## src/rtl/fetch_stage_pkg.sv

```systemverilog
// Shared pipeline definitions for the instruction fetch stage: widths,
// reset defaults and the fetch FSM state encoding.
package fetch_stage_pkg;

  localparam int XLEN  = 32;
  localparam int IMM_W = 16;

  localparam logic [XLEN-1:0] DEFAULT_RESET_PC = 32'h0000_0000;
  localparam logic [XLEN-1:0] DEFAULT_NOP_INST = 32'h0000_0000;

  // S_FETCH: request outstanding
  // S_HOLD:  response buffered while ID is stalled
  // S_DRAIN: waiting out the response of a flushed request
  typedef enum logic [1:0] {
    S_FETCH = 2'd0,
    S_HOLD  = 2'd1,
    S_DRAIN = 2'd2
  } fetch_state_e;

  function automatic logic [XLEN-1:0] next_seq_pc(input logic [XLEN-1:0] pc);
    return pc + 32'd4;
  endfunction

endpackage

```

## src/rtl/fetch_stage_ifid_reg.sv

```systemverilog
// IF/ID pipeline register: flush clears it, stall freezes it, otherwise it
// takes the incoming instruction or becomes a bubble.
module ifid_reg
  import fetch_stage_pkg::*;
#(
  parameter logic [XLEN-1:0] NOP_INST = DEFAULT_NOP_INST
) (
  input  logic            clk,
  input  logic            rst,
  input  logic            load,
  input  logic            stall,
  input  logic            flush,
  input  logic [XLEN-1:0] load_inst,
  input  logic [XLEN-1:0] load_pc,
  output logic            valid,
  output logic [XLEN-1:0] inst,
  output logic [XLEN-1:0] pc
);

  logic            valid_q;
  logic [XLEN-1:0] inst_q;
  logic [XLEN-1:0] pc_q;

  always_ff @(posedge clk) begin
    if (rst) begin
      valid_q <= 1'b0;
      inst_q  <= NOP_INST;
      pc_q    <= '0;
    end else if (flush) begin
      valid_q <= 1'b0;
    end else if (!stall) begin
      // Without a new instruction ID has consumed the old one: insert a bubble.
      valid_q <= load;
      if (load) begin
        inst_q <= load_inst;
        pc_q   <= load_pc;
      end
    end
  end

  assign valid = valid_q;
  assign inst  = valid_q ? inst_q : NOP_INST;
  assign pc    = pc_q;

endmodule

```

## src/rtl/fetch_stage.sv

```systemverilog
// Instruction fetch stage: single outstanding imem request, stall buffering,
// delayed-branch redirect and flush with drain of the in-flight response.
module fetch_stage
  import fetch_stage_pkg::*;
#(
  parameter logic [XLEN-1:0] RESET_PC = DEFAULT_RESET_PC,
  parameter logic [XLEN-1:0] NOP_INST = DEFAULT_NOP_INST
) (
  input  logic              clk,
  input  logic              rst,
  output logic              imem_req,
  output logic [XLEN-1:0]   imem_addr,
  input  logic              imem_ack,
  input  logic [XLEN-1:0]   imem_rdata,
  input  logic              id_stall,
  input  logic              id_redirect,
  input  logic [XLEN-1:0]   id_redirect_pc,
  input  logic              ifid_flush,
  input  logic [XLEN-1:0]   flush_pc,
  output logic              ifid_valid,
  output logic [XLEN-1:0]   ifid_inst,
  output logic [XLEN-1:0]   ifid_pc,
  output logic [IMM_W-1:0]  ifid_imm,
  output fetch_state_e      dbg_state
);

  // imem handshake: imem_req/imem_addr rise together and stay stable until the
  // cycle imem_ack is high; that cycle completes the request and imem_rdata is
  // consumed at its closing edge. Only one request is ever outstanding.

  fetch_state_e    state_q, state_d;
  logic [XLEN-1:0] pc_q, pc_d;
  logic            redir_valid_q, redir_valid_d;
  logic [XLEN-1:0] redir_pc_q, redir_pc_d;
  logic [XLEN-1:0] drain_pc_q, drain_pc_d;
  logic [XLEN-1:0] hold_inst_q, hold_inst_d;
  logic [XLEN-1:0] hold_pc_q, hold_pc_d;

  logic            ifid_load;
  logic [XLEN-1:0] load_inst;
  logic [XLEN-1:0] load_pc;

  always_ff @(posedge clk) begin
    if (rst) begin
      state_q       <= S_FETCH;
      pc_q          <= RESET_PC;
      redir_valid_q <= 1'b0;
      redir_pc_q    <= '0;
      drain_pc_q    <= '0;
      hold_inst_q   <= '0;
      hold_pc_q     <= '0;
    end else begin
      state_q       <= state_d;
      pc_q          <= pc_d;
      redir_valid_q <= redir_valid_d;
      redir_pc_q    <= redir_pc_d;
      drain_pc_q    <= drain_pc_d;
      hold_inst_q   <= hold_inst_d;
      hold_pc_q     <= hold_pc_d;
    end
  end

  always_comb begin
    state_d       = state_q;
    pc_d          = pc_q;
    redir_valid_d = redir_valid_q;
    redir_pc_d    = redir_pc_q;
    drain_pc_d    = drain_pc_q;
    hold_inst_d   = hold_inst_q;
    hold_pc_d     = hold_pc_q;
    ifid_load     = 1'b0;
    load_inst     = imem_rdata;
    load_pc       = pc_q;

    unique case (state_q)
      S_FETCH: begin
        if (ifid_flush) begin
          redir_valid_d = 1'b0;
          if (imem_ack) begin
            pc_d = flush_pc;
          end else begin
            // Request must stay stable until acked; remember where to restart.
            state_d    = S_DRAIN;
            drain_pc_d = flush_pc;
          end
        end else begin
          if (id_redirect) begin
            redir_valid_d = 1'b1;
            redir_pc_d    = id_redirect_pc;
          end
          if (imem_ack) begin
            // The completing fetch is the delay slot; the target comes next.
            if (id_redirect) begin
              pc_d = id_redirect_pc;
            end else if (redir_valid_q) begin
              pc_d = redir_pc_q;
            end else begin
              pc_d = next_seq_pc(pc_q);
            end
            redir_valid_d = 1'b0;
            if (id_stall) begin
              state_d     = S_HOLD;
              hold_inst_d = imem_rdata;
              hold_pc_d   = pc_q;
            end else begin
              ifid_load = 1'b1;
            end
          end
        end
      end

      S_HOLD: begin
        if (ifid_flush) begin
          state_d       = S_FETCH;
          pc_d          = flush_pc;
          redir_valid_d = 1'b0;
        end else begin
          // pc already points past the held delay slot, so a redirect lands directly.
          if (id_redirect) begin
            pc_d = id_redirect_pc;
          end
          if (!id_stall) begin
            ifid_load = 1'b1;
            load_inst = hold_inst_q;
            load_pc   = hold_pc_q;
            state_d   = S_FETCH;
          end
        end
      end

      S_DRAIN: begin
        if (ifid_flush) begin
          drain_pc_d = flush_pc;
        end
        if (imem_ack) begin
          state_d = S_FETCH;
          pc_d    = ifid_flush ? flush_pc : drain_pc_q;
        end
      end

      default: begin
        state_d = S_FETCH;
      end
    endcase
  end

  assign imem_req  = !rst && (state_q != S_HOLD);
  assign imem_addr = pc_q;
  assign dbg_state = state_q;

  ifid_reg #(
    .NOP_INST (NOP_INST)
  ) u_ifid_reg (
    .clk       (clk),
    .rst       (rst),
    .load      (ifid_load),
    .stall     (id_stall),
    .flush     (ifid_flush),
    .load_inst (load_inst),
    .load_pc   (load_pc),
    .valid     (ifid_valid),
    .inst      (ifid_inst),
    .pc        (ifid_pc)
  );

  assign ifid_imm = ifid_inst[IMM_W-1:0];

endmodule

```

## config.mk

```make
export PLATFORM = sky130hd
export DESIGN_NAME = fetch_stage
export DESIGN_NICKNAME = d
export VERILOG_FILES = /design/src/rtl/fetch_stage_pkg.sv /design/src/rtl/fetch_stage_ifid_reg.sv /design/src/rtl/fetch_stage.sv
export SDC_FILE = /design/constraint.sdc
export NUM_CORES = 1
export LEC_CHECK = 0
export ABC_CLOCK_PERIOD_IN_PS = 5100
export CORE_MARGIN = 2
export CORE_UTILIZATION = 45
export CTS_BUF_LIST = sky130_fd_sc_hd__clkbuf_8
export CTS_CLUSTER_DIAMETER = 40
export DETAILED_ROUTE_END_ITERATION = 6
export PLACE_DENSITY = 0.7
export RECOVER_POWER = 25
export SLEW_MARGIN = 20
export SYNTH_ARGS = -nofsm -noshare
export SYNTH_HDL_FRONTEND = slang
export SYNTH_SLANG_ARGS = --single-unit
export TNS_END_PERCENT = 5
```

## constraint.sdc

```tcl
create_clock -name clk -period 5.1 [get_ports clk]
set_clock_uncertainty 0.2 [all_clocks]
set_input_delay 1.02 -clock clk [delete_from_list [all_inputs] [get_ports clk]]
set_output_delay 1.02 -clock clk [all_outputs]
set_load 0.01 [all_outputs]
```

==> impl_metrics.py <==
metrics = {
    "clocking": {
        "ctsLongestPathBuffers": 3,
        "cts_hold_buf": 0,
        "clock-root-buffer": "sky130_fd_sc_hd__clkbuf_8",
        "cts.repair.resized": 0,
        "clock_tree_from_tritoncts": "built",
        "clk-insertion-delay-late_ns": 0.55,
        "cts_buffers": 41,
        "clkTransAtPathRegs_ns": 0.06,
        "clock_sink_count": 228,
        "cts-htree-levels": 2,
        "cts_post_setup_buffers_inserted": 0,
    },
    "floorplan": {
        "chipHeight_microns": 163.3,
        "floorplan.initialDensity_pct": 45.59,
        "floorplan.rows": 58,
        "dieWidth_microns": 163.3,
        "placeableCoreArea_sq_um": 25040,
        "boundaryPins": 218,
        "floorplan_die_area_sq_um": 26660,
    },
    "synthesis": {
        "synth-edff-count": 0,
        "postSynth.asyncResetShare_pct": 0,
        "synth-warning-count": 0,
        "synthDistinctLibCells": 69,
        "syn-instance-count": 1438,
        "netlist_area_sq_um": 11410,
        "yosysSeqAreaShare_pct": 39.99,
        "synth.ff_latch_count": 228,
        "syn-mean-instance-area_sq_um": 7.938,
        "postSynth.topFlopCell": "sky130_fd_sc_hd__dfxtp_1",
        "synthesis.nets": 1545,
    },
    "placement": {
        "dpl-instance-area_sq_um": 13610,
        "dpl.cell_count": 1864,
        "globalplace.congestion": 0.8700,
        "port_buffers": 217,
        "dpl.hpwl_mm": 23.10,
    },
    "power_and_ir_drop": {
        "power_density_nw_per_um2": 344.0,
        "leakage_nw": 5.043,
        "worst_ir_drop_vdd_mv": 0.2159,
    },
    "layout": {
        "stdcell_count": 1933,
        "antennaDiodeCount": 0,
        "final_nets": 1684,
        "synthToLayoutAreaGrowth_pct": 26.46,
        "drive_above_1_share_pct": 6.675,
        "layout.cell_area.non_filler_sq_um": 14440,
    },
    "worst_hold_path": {
        "min_from": "drain_pc_q[26]$_SDFFE_PP0P_",
        "hold_class": "flip-flop to flip-flop",
        "hold-path-cell-count": 2,
        "whs_endpoint": "drain_pc_q[26]$_SDFFE_PP0P_",
    },
    "detailed_routing": {
        "vias_per_cell": 5.649,
        "drtPass1Iterations": 5,
        "drc_marker_count_from_the_first_detailed_route_iteration": 1190,
        "remaining_drc_errors": 0,
        "postRouteAntennaNets": 0,
        "postRouteWirelength_mm": 33.96,
        "wl_per_cell_microns": 17.57,
        "via_count": 10920,
    },
    "flow_run": {
        "drv_cap": 1,
    },
    "critical_path": {
        "worst_r2r_endpoint": "imem_addr[14]$_SDFFE_PP0P_",
        "reg2reg_from": "dbg_state[0]$_SDFFE_PP0P_",
        "crit_path_start": "id_redirect",
        "timing.critical_path.required_ns": 5.36,
        "worstRegToRegCells": 7,
        "worstSetupEndpointType": "flip-flop",
        "timing.critical_path.from_type": "primary input",
        "criticalPathCategory": "primary input to flip-flop",
        "timing.reg2reg.setup_slack_ns": 1.53,
        "arrival_ns": 4.47,
        "cp_max_fo": 20,
    },
    "timing": {
        "fmax_mhz": 237.3,
        "max_slew_margin_pct": -5.669,
        "report.final.slew_viol_count": 33,
        "total_negative_slack_for_setup_checks_ns": 0,
        "post-route-period-util_pct": 82.63,
        "setup_viol": 0,
        "hold_violations": 0,
        "final.hold.worst_slack_ns": 0.2495,
        "rsz0062_at_grt": "no",
        "tightest_slew_ns": 1.585,
        "layout_min_cycle_time_ns": 4.214,
    },
    "global_routing": {
        "vias_in_the_first_global_route": 9956,
        "grt_pass1_wl_mm": 53.20,
        "grt_usage_pct": 24.66,
        "antenna_found_initial": 0,
        "pin_count_of_the_biggest_net_entering_global_routing": 93,
        "globalRoute.totalOverflow": 0,
    },
    "run_status": {
        "outcome": "finished, violations left",
        "violations": "max-capacitance violations, max-slew violations",
    },
}
[registers in the layout, summed over array words and instances (netlist names)]
| register | cells |
|---|---|
| dbg_state | 2 |
| drain_pc_q | 32 |
| hold_inst_q | 32 |
| hold_pc_q | 32 |
| imem_addr | 32 |
| redir_pc_q | 32 |
| redir_valid_q | 1 |
| u_ifid_reg.inst_q | 32 |
| u_ifid_reg.pc | 32 |
| u_ifid_reg.valid | 1 |
[cell type report]
type,count,area (sq um)
repair buffers,238,2342
inverters,12,45.04
fillers,2372,10600
multi-input cells,1056,6230
clock inverters,18,137.6
well taps,330,412.9
flip-flops and latches,228,4566
clock buffers,51,701.9
[worst max path at each step]
stage | endpoint | slack [ns] | depth (start not counted)
after global placement | hold_inst_q[21]$_SDFFE_PP0P_ | 1.32 | 6
final | redir_pc_q[18]$_SDFFE_PP0P_ | 0.89 | 7
after global routing | redir_pc_q[23]$_SDFFE_PP0P_ | 0.81 | 7
after CTS | imem_req | 1.23 | 5
after floorplan | imem_req | 2.22 | 3
after detailed placement | hold_inst_q[20]$_SDFFE_PP0P_ | 1.26 | 6
[critical path: stages]
cell	delay, ns
sky130_fd_sc_hd__dlygate4sd3_1	0.52
sky130_fd_sc_hd__clkbuf_1	0.69
sky130_fd_sc_hd__nor2b_1	0.75
sky130_fd_sc_hd__and2_0	0.84
sky130_fd_sc_hd__buf_4	0.38
sky130_fd_sc_hd__nand2_1	0.10
sky130_fd_sc_hd__a21oi_1	0.15
[metrics by stage]
step           utilization, %  total power [mW]  worst slack [ns]
6_report                57.66             4.966            0.8859
3_5_place_dp            54.37             3.242             1.263
3_3_place_gp            54.37             3.224             1.319
4_1_cts                 57.73             5.012             1.230
5_1_grt                 57.66             5.212            0.8063
2_1_floorplan               -             2.762             2.223
[metal layers]
| metal | routed length, microns | GRT usage [%] | vias to the layer above |
|---|---|---|---|
| met4 | 779 | 7.442 | 0 |
| li1 | - | - | 5340 |
| met1 | 15440 | 34.88 | 5038 |
| met5 | 0 | 0 | - |
| met3 | 2981 | 4.495 | 61 |
| met2 | 14760 | 38.20 | 481 |
[cell families after synthesis]
family,Yosys count,synth area share [%]
AO/OA/AOI/OAI,398,22.83
XOR/XNOR,8,0.6139
adder cells (fa/ha/maj),5,0.5481
buffers and inverters,154,5.787
flip-flops,228,39.99
multiplexers,94,8.254
AND/OR/NAND/NOR,551,21.98
[Yosys cell counts (all sizes together) (4+ instances only)]
| library cell | n | area (sq um) |
|---|---|---|
| nor3b | 5 | 37.54 |
| and3 | 7 | 43.79 |
| o31ai | 6 | 45.04 |
| nor2 | 87 | 326.6 |
| a32o | 5 | 50.05 |
| o2bb2ai | 8 | 70.07 |
| a22o | 6 | 52.55 |
| o221ai | 11 | 96.34 |
| nand2 | 299 | 1122 |
| nor3 | 8 | 40.04 |
| a22oi | 6 | 45.04 |
| nand2b | 4 | 25.02 |
| mux2i | 93 | 930.9 |
| o21ai | 54 | 270.3 |
| a21oi | 141 | 705.7 |
| a221oi | 10 | 87.58 |
| a211oi | 81 | 608.1 |
| nand3 | 19 | 95.09 |
| dfxtp | 228 | 4564 |
| and2 | 49 | 306.5 |
| and4 | 5 | 43.79 |
| buf | 37 | 220.2 |
| a31o | 9 | 78.83 |
| nor4 | 5 | 31.28 |
| a211o | 8 | 70.07 |
| ha | 5 | 62.56 |
| clkbuf | 105 | 395.4 |
| a31oi | 14 | 87.58 |
| xor2 | 5 | 43.79 |
| or3 | 4 | 31.28 |
| nor2b | 38 | 237.7 |
| inv | 11 | 41.29 |
| a221o | 6 | 61.31 |
| nand4 | 10 | 77.57 |
| a21o | 6 | 45.04 |
[placed cells by master (no fill, tap or decap), types with 6 or more instances in the layout]
| cell | count |
|---|---|
| sky130_fd_sc_hd__and3_1 | 7 |
| sky130_fd_sc_hd__inv_1 | 21 |
| sky130_fd_sc_hd__clkdlybuf4s50_1 | 174 |
| sky130_fd_sc_hd__nand3_1 | 18 |
| sky130_fd_sc_hd__nor2_1 | 87 |
| sky130_fd_sc_hd__a22o_1 | 6 |
| sky130_fd_sc_hd__o21ai_0 | 54 |
| sky130_fd_sc_hd__o2bb2ai_1 | 8 |
| sky130_fd_sc_hd__a21o_1 | 6 |
| sky130_fd_sc_hd__a211o_1 | 8 |
| sky130_fd_sc_hd__nand2_1 | 299 |
| sky130_fd_sc_hd__a22oi_1 | 6 |
| sky130_fd_sc_hd__dlygate4sd3_1 | 41 |
| sky130_fd_sc_hd__o221ai_1 | 11 |
| sky130_fd_sc_hd__and2_1 | 48 |
| sky130_fd_sc_hd__nand4_1 | 9 |
| sky130_fd_sc_hd__buf_4 | 17 |
| sky130_fd_sc_hd__a31o_2 | 8 |
| sky130_fd_sc_hd__a21oi_1 | 141 |
| sky130_fd_sc_hd__o31ai_1 | 6 |
| sky130_fd_sc_hd__a31oi_1 | 14 |
| sky130_fd_sc_hd__a221oi_1 | 10 |
| sky130_fd_sc_hd__clkbuf_8 | 51 |
| sky130_fd_sc_hd__nor3_1 | 8 |
| sky130_fd_sc_hd__mux2i_1 | 93 |
| sky130_fd_sc_hd__nor2b_1 | 37 |
| sky130_fd_sc_hd__a211oi_1 | 80 |
| sky130_fd_sc_hd__dfxtp_1 | 227 |
[report_power, final]
group	total (mW)	leakage (nW)	switching (mW)	internal [mW]
clock network	1.76	0.457	0.760	0.999
logic	1.11	2.73	0.613	0.497
registers	2.10	1.86	0.169	1.93
total	4.97	5.04	1.54	3.42
Note: power is estimated with default switching activity, not from simulation.
==> patch 1: new RTL, config.mk and constraints unchanged <==
`hold_inst_q` no longer has a reset.
--- a/src/rtl/fetch_stage.sv
+++ b/src/rtl/fetch_stage.sv
@@ -47,7 +47,6 @@
       redir_valid_q <= 1'b0;
       redir_pc_q    <= '0;
       drain_pc_q    <= '0;
-      hold_inst_q   <= '0;
       hold_pc_q     <= '0;
     end else begin
       state_q       <= state_d;
@@ -55,9 +54,12 @@
       redir_valid_q <= redir_valid_d;
       redir_pc_q    <= redir_pc_d;
       drain_pc_q    <= drain_pc_d;
-      hold_inst_q   <= hold_inst_d;
       hold_pc_q     <= hold_pc_d;
     end
+  end
+
+  always_ff @(posedge clk) begin
+    hold_inst_q <= hold_inst_d;
   end
 
   always_comb begin
Formal check against the unedited RTL: same outputs for any inputs over 4 cycles, from zero or initial values and one cycle with rst high; that may be too few to reach the edited logic, so the function may still have changed.
==> patch 1 against the original RTL <==
Setup slack gained 270 ps. Sequential cell count did not move. Wire length increased by 1.9%. Cell area barely moved. Total power is 0.52% higher. Synthesized area is 0.30% lower. Largest power group unchanged.
==> patch 1: results (changes against the original RTL) <==
[outcome]
run_status=finished, final reports clean

[routing]
vias_per_cell=5.710  ; +1.1%
via_count=10553  ; -3.4%
drt_first_iter_violations=953  ; -20%
wl_um=34610  ; +1.9%

[logic_synthesis]
gate_count_post_synth=1333  ; -7.3%
synth_enable_flop_cells=32  ; +32
ys_top_cells_by_count=sky130_fd_sc_hd__nand2_1 (228), sky130_fd_sc_hd__dfxtp_1 (196), sky130_fd_sc_hd__a21oi_1 (119)
synth-main-ff-cell=sky130_fd_sc_hd__dfxtp_1
synthTopCellsByArea=sky130_fd_sc_hd__dfxtp_1 (34%), sky130_fd_sc_hd__edfxtp_1 (8.4%), sky130_fd_sc_hd__nand2_1 (7.5%)
async_flop_share_pct=0  ; unchanged
synth_xor_xnor_area_share_pct=0.3078  ; -0.31 points
syn-num-nets=1440  ; -6.8%
yosys.area_share.adder_pct=0.5497  ; +0.0016 points
netlist-cell-type-count=70  ; +1.4%
synth_compound_area_share_pct=22.49  ; -0.34 points

[sta]
fin_hold_ws_ps=250.7  ; +1.168 ps
worst_slack_ps=1155  ; +269.1 ps
maxSlewHeadroom_pct=2.849  ; +8.5 points

[worst_setup_path]
critical-path-max-stage-delay_ps=810  ; -30 ps
worst_path_dominant_cell_family=buffers and inverters
worstSetupEndpoint=imem_addr[0]$_SDFFE_PP0P_
cpMaxStageDelayCell=sky130_fd_sc_hd__nor2_1
regToRegSetupSlack_ps=1860  ; +330 ps
worstReg2RegStart=imem_addr[3]$_SDFFE_PP0P_
critPathMaxFanout=72  ; +260%
worst-endpoint-arrival_ps=4150  ; -320 ps
rr_worst_depth=6  ; -1

[grt]
grt_antenna_before_repair=1  ; +1
grt_max_degree=130  ; +40%
first_global_vias=9733  ; -2.2%
grt_pass1_wl_um=53720  ; +0.98%

[placement]
dp_cells=1771  ; -5.0%
detailed_place.area_um2=13570  ; -0.30%
detailedPlacementHpwl_um=23360  ; +1.1%
place_worst_setup_slack_ps=1265  ; +2.460 ps
place.gp.congestion=0.8721  ; +0.24%

[pwr]
vdd.ir_drop.worst_mv=0.2507  ; +16%
leakage_nw=4.994  ; -0.96%

[clock_tree]
clk_transition_reported_paths_ps=60  ; about the same
numCtsBuffers=42  ; +2.4%

[cells_and_area]
post_route_cells_drive_above_1_share_pct=8.438  ; +1.8 points
design.final.nets=1592  ; -5.5%
num-fill-cells=2279  ; -3.9%

[hold_path]
min_delay_worst_endpoint=drain_pc_q[27]$_SDFFE_PP0P_

[patch 1: cell count changes after synthesis, moves of 16 or more]
cell                       before  now
sky130_fd_sc_hd__a21oi_1      141  119
sky130_fd_sc_hd__edfxtp_1       0   32
sky130_fd_sc_hd__clkbuf_1     104   73
sky130_fd_sc_hd__nand2_1      299  228
sky130_fd_sc_hd__mux2i_1       93   74
sky130_fd_sc_hd__buf_2         17   34
sky130_fd_sc_hd__mux2_2         1   17
sky130_fd_sc_hd__dfxtp_1      228  196
[patch 1: logic make-up after synthesis]
| group | after synthesis |
|---|---|
| flip-flops | 228 |
| XOR/XNOR | 4 |
| AND/OR/NAND/NOR | 481 |
| multiplexers | 91 |
| adder cells (fa/ha/maj) | 5 |
| buffers and inverters | 145 |
| AO/OA/AOI/OAI | 379 |
[patch 1: report_power, final]
group	leakage, nW	switching, mW	internal (mW)	total [mW]
combinational	2.62	0.603	0.497	1.10
clock	0.484	0.786	0.953	1.74
sequential	1.89	0.183	1.97	2.15
[patch 1: area by class of cell]
cell class | count | area, µm² | share of cell area [%]
clock buffers | 50 | 688.2 | 4.772
flip-flops and latches | 228 | 4886 | 33.88
diodes | 1 | 2.502 | 0.01735
inverters | 14 | 52.55 | 0.3644
repair buffers | 239 | 2346 | 16.27
well taps | 330 | 412.9 | 2.863
clock inverters | 26 | 160.2 | 1.111
multi-input cells | 960 | 5873 | 40.73
[patch 1: per-layer routing]
metal	wire length, µm	track usage [%]	up-vias
met5	0	0	-
met4	472	5.672	0
met3	2859	5.155	41
met2	15460	39.81	483
met1	15820	36.09	4931
li1	-	-	5098
==> patch 2: new RTL, same settings <==
Made on the original files. `XLEN`: 32 -> 64.
--- a/src/rtl/fetch_stage_pkg.sv
+++ b/src/rtl/fetch_stage_pkg.sv
@@ -2,7 +2,7 @@
 // reset defaults and the fetch FSM state encoding.
 package fetch_stage_pkg;
 
-  localparam int XLEN  = 32;
+  localparam int XLEN  = 64;
   localparam int IMM_W = 16;
 
   localparam logic [XLEN-1:0] DEFAULT_RESET_PC = 32'h0000_0000;
Ports: changed (6 resized); port bits go from 218 to 410. No check against the original RTL was run, so the function may have changed too.
==> patch 2 against the original RTL <==
The run still ends with capacitance limit, slew limit left. Sequential share of layout area shrank 0.067 points. Setup slack better by 20 ps. Total power grew 100%. Cell area grew 99%. Critical path depth is 1 higher. Maximum frequency up 0.49%. Synthesized area increased by 98%. Wire length grew 140%. Sequential cell count increased by 224. Critical path type is now reg2reg. Largest power group unchanged.
==> patch 2: results (changes against the original RTL) <==
[outcome]
run_status=complete, but fails checks
failing_checks=capacitance limit, slew limit

[grt]
global_route.usage.total_pct=29.46  ; +4.8 points
grt_max_degree=138  ; +48%
grt_pass1_wl_um=122600  ; +130%
grt_antenna_before_repair=4  ; +4
first_global_vias=21334  ; +110%

[sta]
maxSlewHeadroom_pct=-111.9  ; -110 points
timing_max_transition_violations_final=259  ; +680%

[logic_synthesis]
synth-main-ff-cell=sky130_fd_sc_hd__dfxtp_1
async_flop_share_pct=0  ; unchanged
syn-num-nets=3131  ; +100%
gate_count_post_synth=2928  ; +100%
synthTopCellsByArea=sky130_fd_sc_hd__dfxtp_1 (40%), sky130_fd_sc_hd__nand2_1 (9.9%), sky130_fd_sc_hd__a21oi_1 (7.3%)
synth.yosys.seq_area_share_pct=39.99  ; about the same
netlist-cell-type-count=71  ; +2.9%
ys_top_cells_by_count=sky130_fd_sc_hd__nand2_1 (596), sky130_fd_sc_hd__dfxtp_1 (452), sky130_fd_sc_hd__a21oi_1 (332)

[clock_tree]
numCtsBuffers=85  ; +110%
cts-htree-levels=3  ; +1
worst_skew_pair.late_latency_ps=670  ; +120 ps
ctsLongestPathBuffers=3  ; unchanged
clk_transition_reported_paths_ps=60  ; about the same
cts_repair_resize_count=0  ; unchanged

[cells_and_area]
post_route_cells_drive_above_1_share_pct=6.488  ; -0.19 points
design.final.nets=3391  ; +100%
layout.cells.non_filler=3927  ; +100%

[worst_setup_path]
critical-path-max-stage-delay_ps=1380  ; +540 ps
cpMaxStageDelayCell=sky130_fd_sc_hd__clkbuf_2
critPathMaxFanout=58  ; +190%
worst_path_dominant_cell_family=buffers and inverters
worst-endpoint-arrival_ps=4610  ; +140 ps

[routing]
routed_wire_length_per_instance_um=20.41  ; +16%
drt_pre_antenna_iters=5  ; unchanged
via_count=22824  ; +110%
drt_first_iter_violations=2006  ; +69%

[pwr]
leakage_nw=9.998  ; +98%
cell_internal_pwr_mw=6.805  ; +99%
vdd.ir_drop.worst_mv=0.1868  ; -13%

[job]
drv.max_cap_violation_count=3  ; +2

[placement]
dp_cells=3772  ; +100%
place_worst_setup_slack_ps=1020  ; -243.0 ps
number_of_buffers_inserted_by_port_buffering=409  ; +88%
place.gp.congestion=0.9094  ; +4.5%
detailedPlacementHpwl_um=52980  ; +130%

-- patch 2: changes by cell type after synthesis, sizes merged, moves of 17 or more --
cell,change
a211o,+17
a211oi,+72
a21oi,+191
and2,+64
buf,+25
clkbuf,+112
dfxtp,+224
mux2i,+72
nand2,+297
nand3,+45
nor2,+103
nor2b,+50
nor3,+22
o21ai,+71
-- patch 2: final timing paths --
| kind | from | to | slack (ps) | depth (start not counted) |
|---|---|---|---|---|
| max | dbg_state[1]$_SDFFE_PP0P_ | imem_addr[26]$_SDFFE_PP0P_ | 910 | 8 |
| min | drain_pc_q[42]$_SDFFE_PP0P_ | drain_pc_q[42]$_SDFFE_PP0P_ | 250 | 2 |
| max reg2reg | dbg_state[1]$_SDFFE_PP0P_ | imem_addr[26]$_SDFFE_PP0P_ | 910 | 8 |
| min reg2reg | drain_pc_q[42]$_SDFFE_PP0P_ | drain_pc_q[42]$_SDFFE_PP0P_ | 250 | 2 |
-- patch 2: stage by stage --
stage	instance area (µm²)	hold slack, ps
2_1_floorplan	22630	231.8
3_3_place_gp	26900	237.3
5_1_grt	28670	266.7
3_5_place_dp	26900	241.7
6_report	28670	249.4
4_1_cts	28680	249.4
-- patch 2: tightest hold or removal path: stages, from the launching register on --
cell	delay [ps]
sky130_fd_sc_hd__dfxtp_1	300
sky130_fd_sc_hd__nand2_1	50
sky130_fd_sc_hd__a21oi_1	50
-- patch 2: power groups by stage --
stage	clock, mW	combinational (mW)	sequential [mW]
2_1_floorplan	0	1.21	4.10
3_3_place_gp	0	2.06	4.18
3_5_place_dp	0	2.10	4.19
4_1_cts	3.76	2.11	4.12
5_1_grt	3.93	2.29	4.15
6_report	3.70	2.12	4.12
-- patch 2: kinds of logic (layout without fill, tap and decap cells) --
family,Yosys count,after routing,share of synthesized area (%)
flip-flops,452,452,39.99
multiplexers,169,169,7.499
AND/OR/NAND/NOR,1179,1179,23.85
other,0,3,0
AO/OA/AOI/OAI,809,809,22.35
adder cells (fa/ha/maj),5,5,0.2765
buffers and inverters,298,622,5.414
XOR/XNOR,16,16,0.6193
-- patch 2: routing by layer --
layer,up-vias,part of all wire [%],GRT usage [%]
met3,194,9.2,6.763
met4,2,3.7,13.48
met1,10745,42,38.33
li1,10774,-,-
met5,-,0.016,0
met2,1109,45,46.47
-- patch 2: final cells by class --
type,instances,area (µm²)
antenna,3,7.507
clock buffer,103,1418
clock inverter,48,366.6
fill,4629,21190
inverter,19,71.32
multi-input combinational,2178,12430
sequential,452,9050
tap,672,840.8
timing repair buffer,452,4487
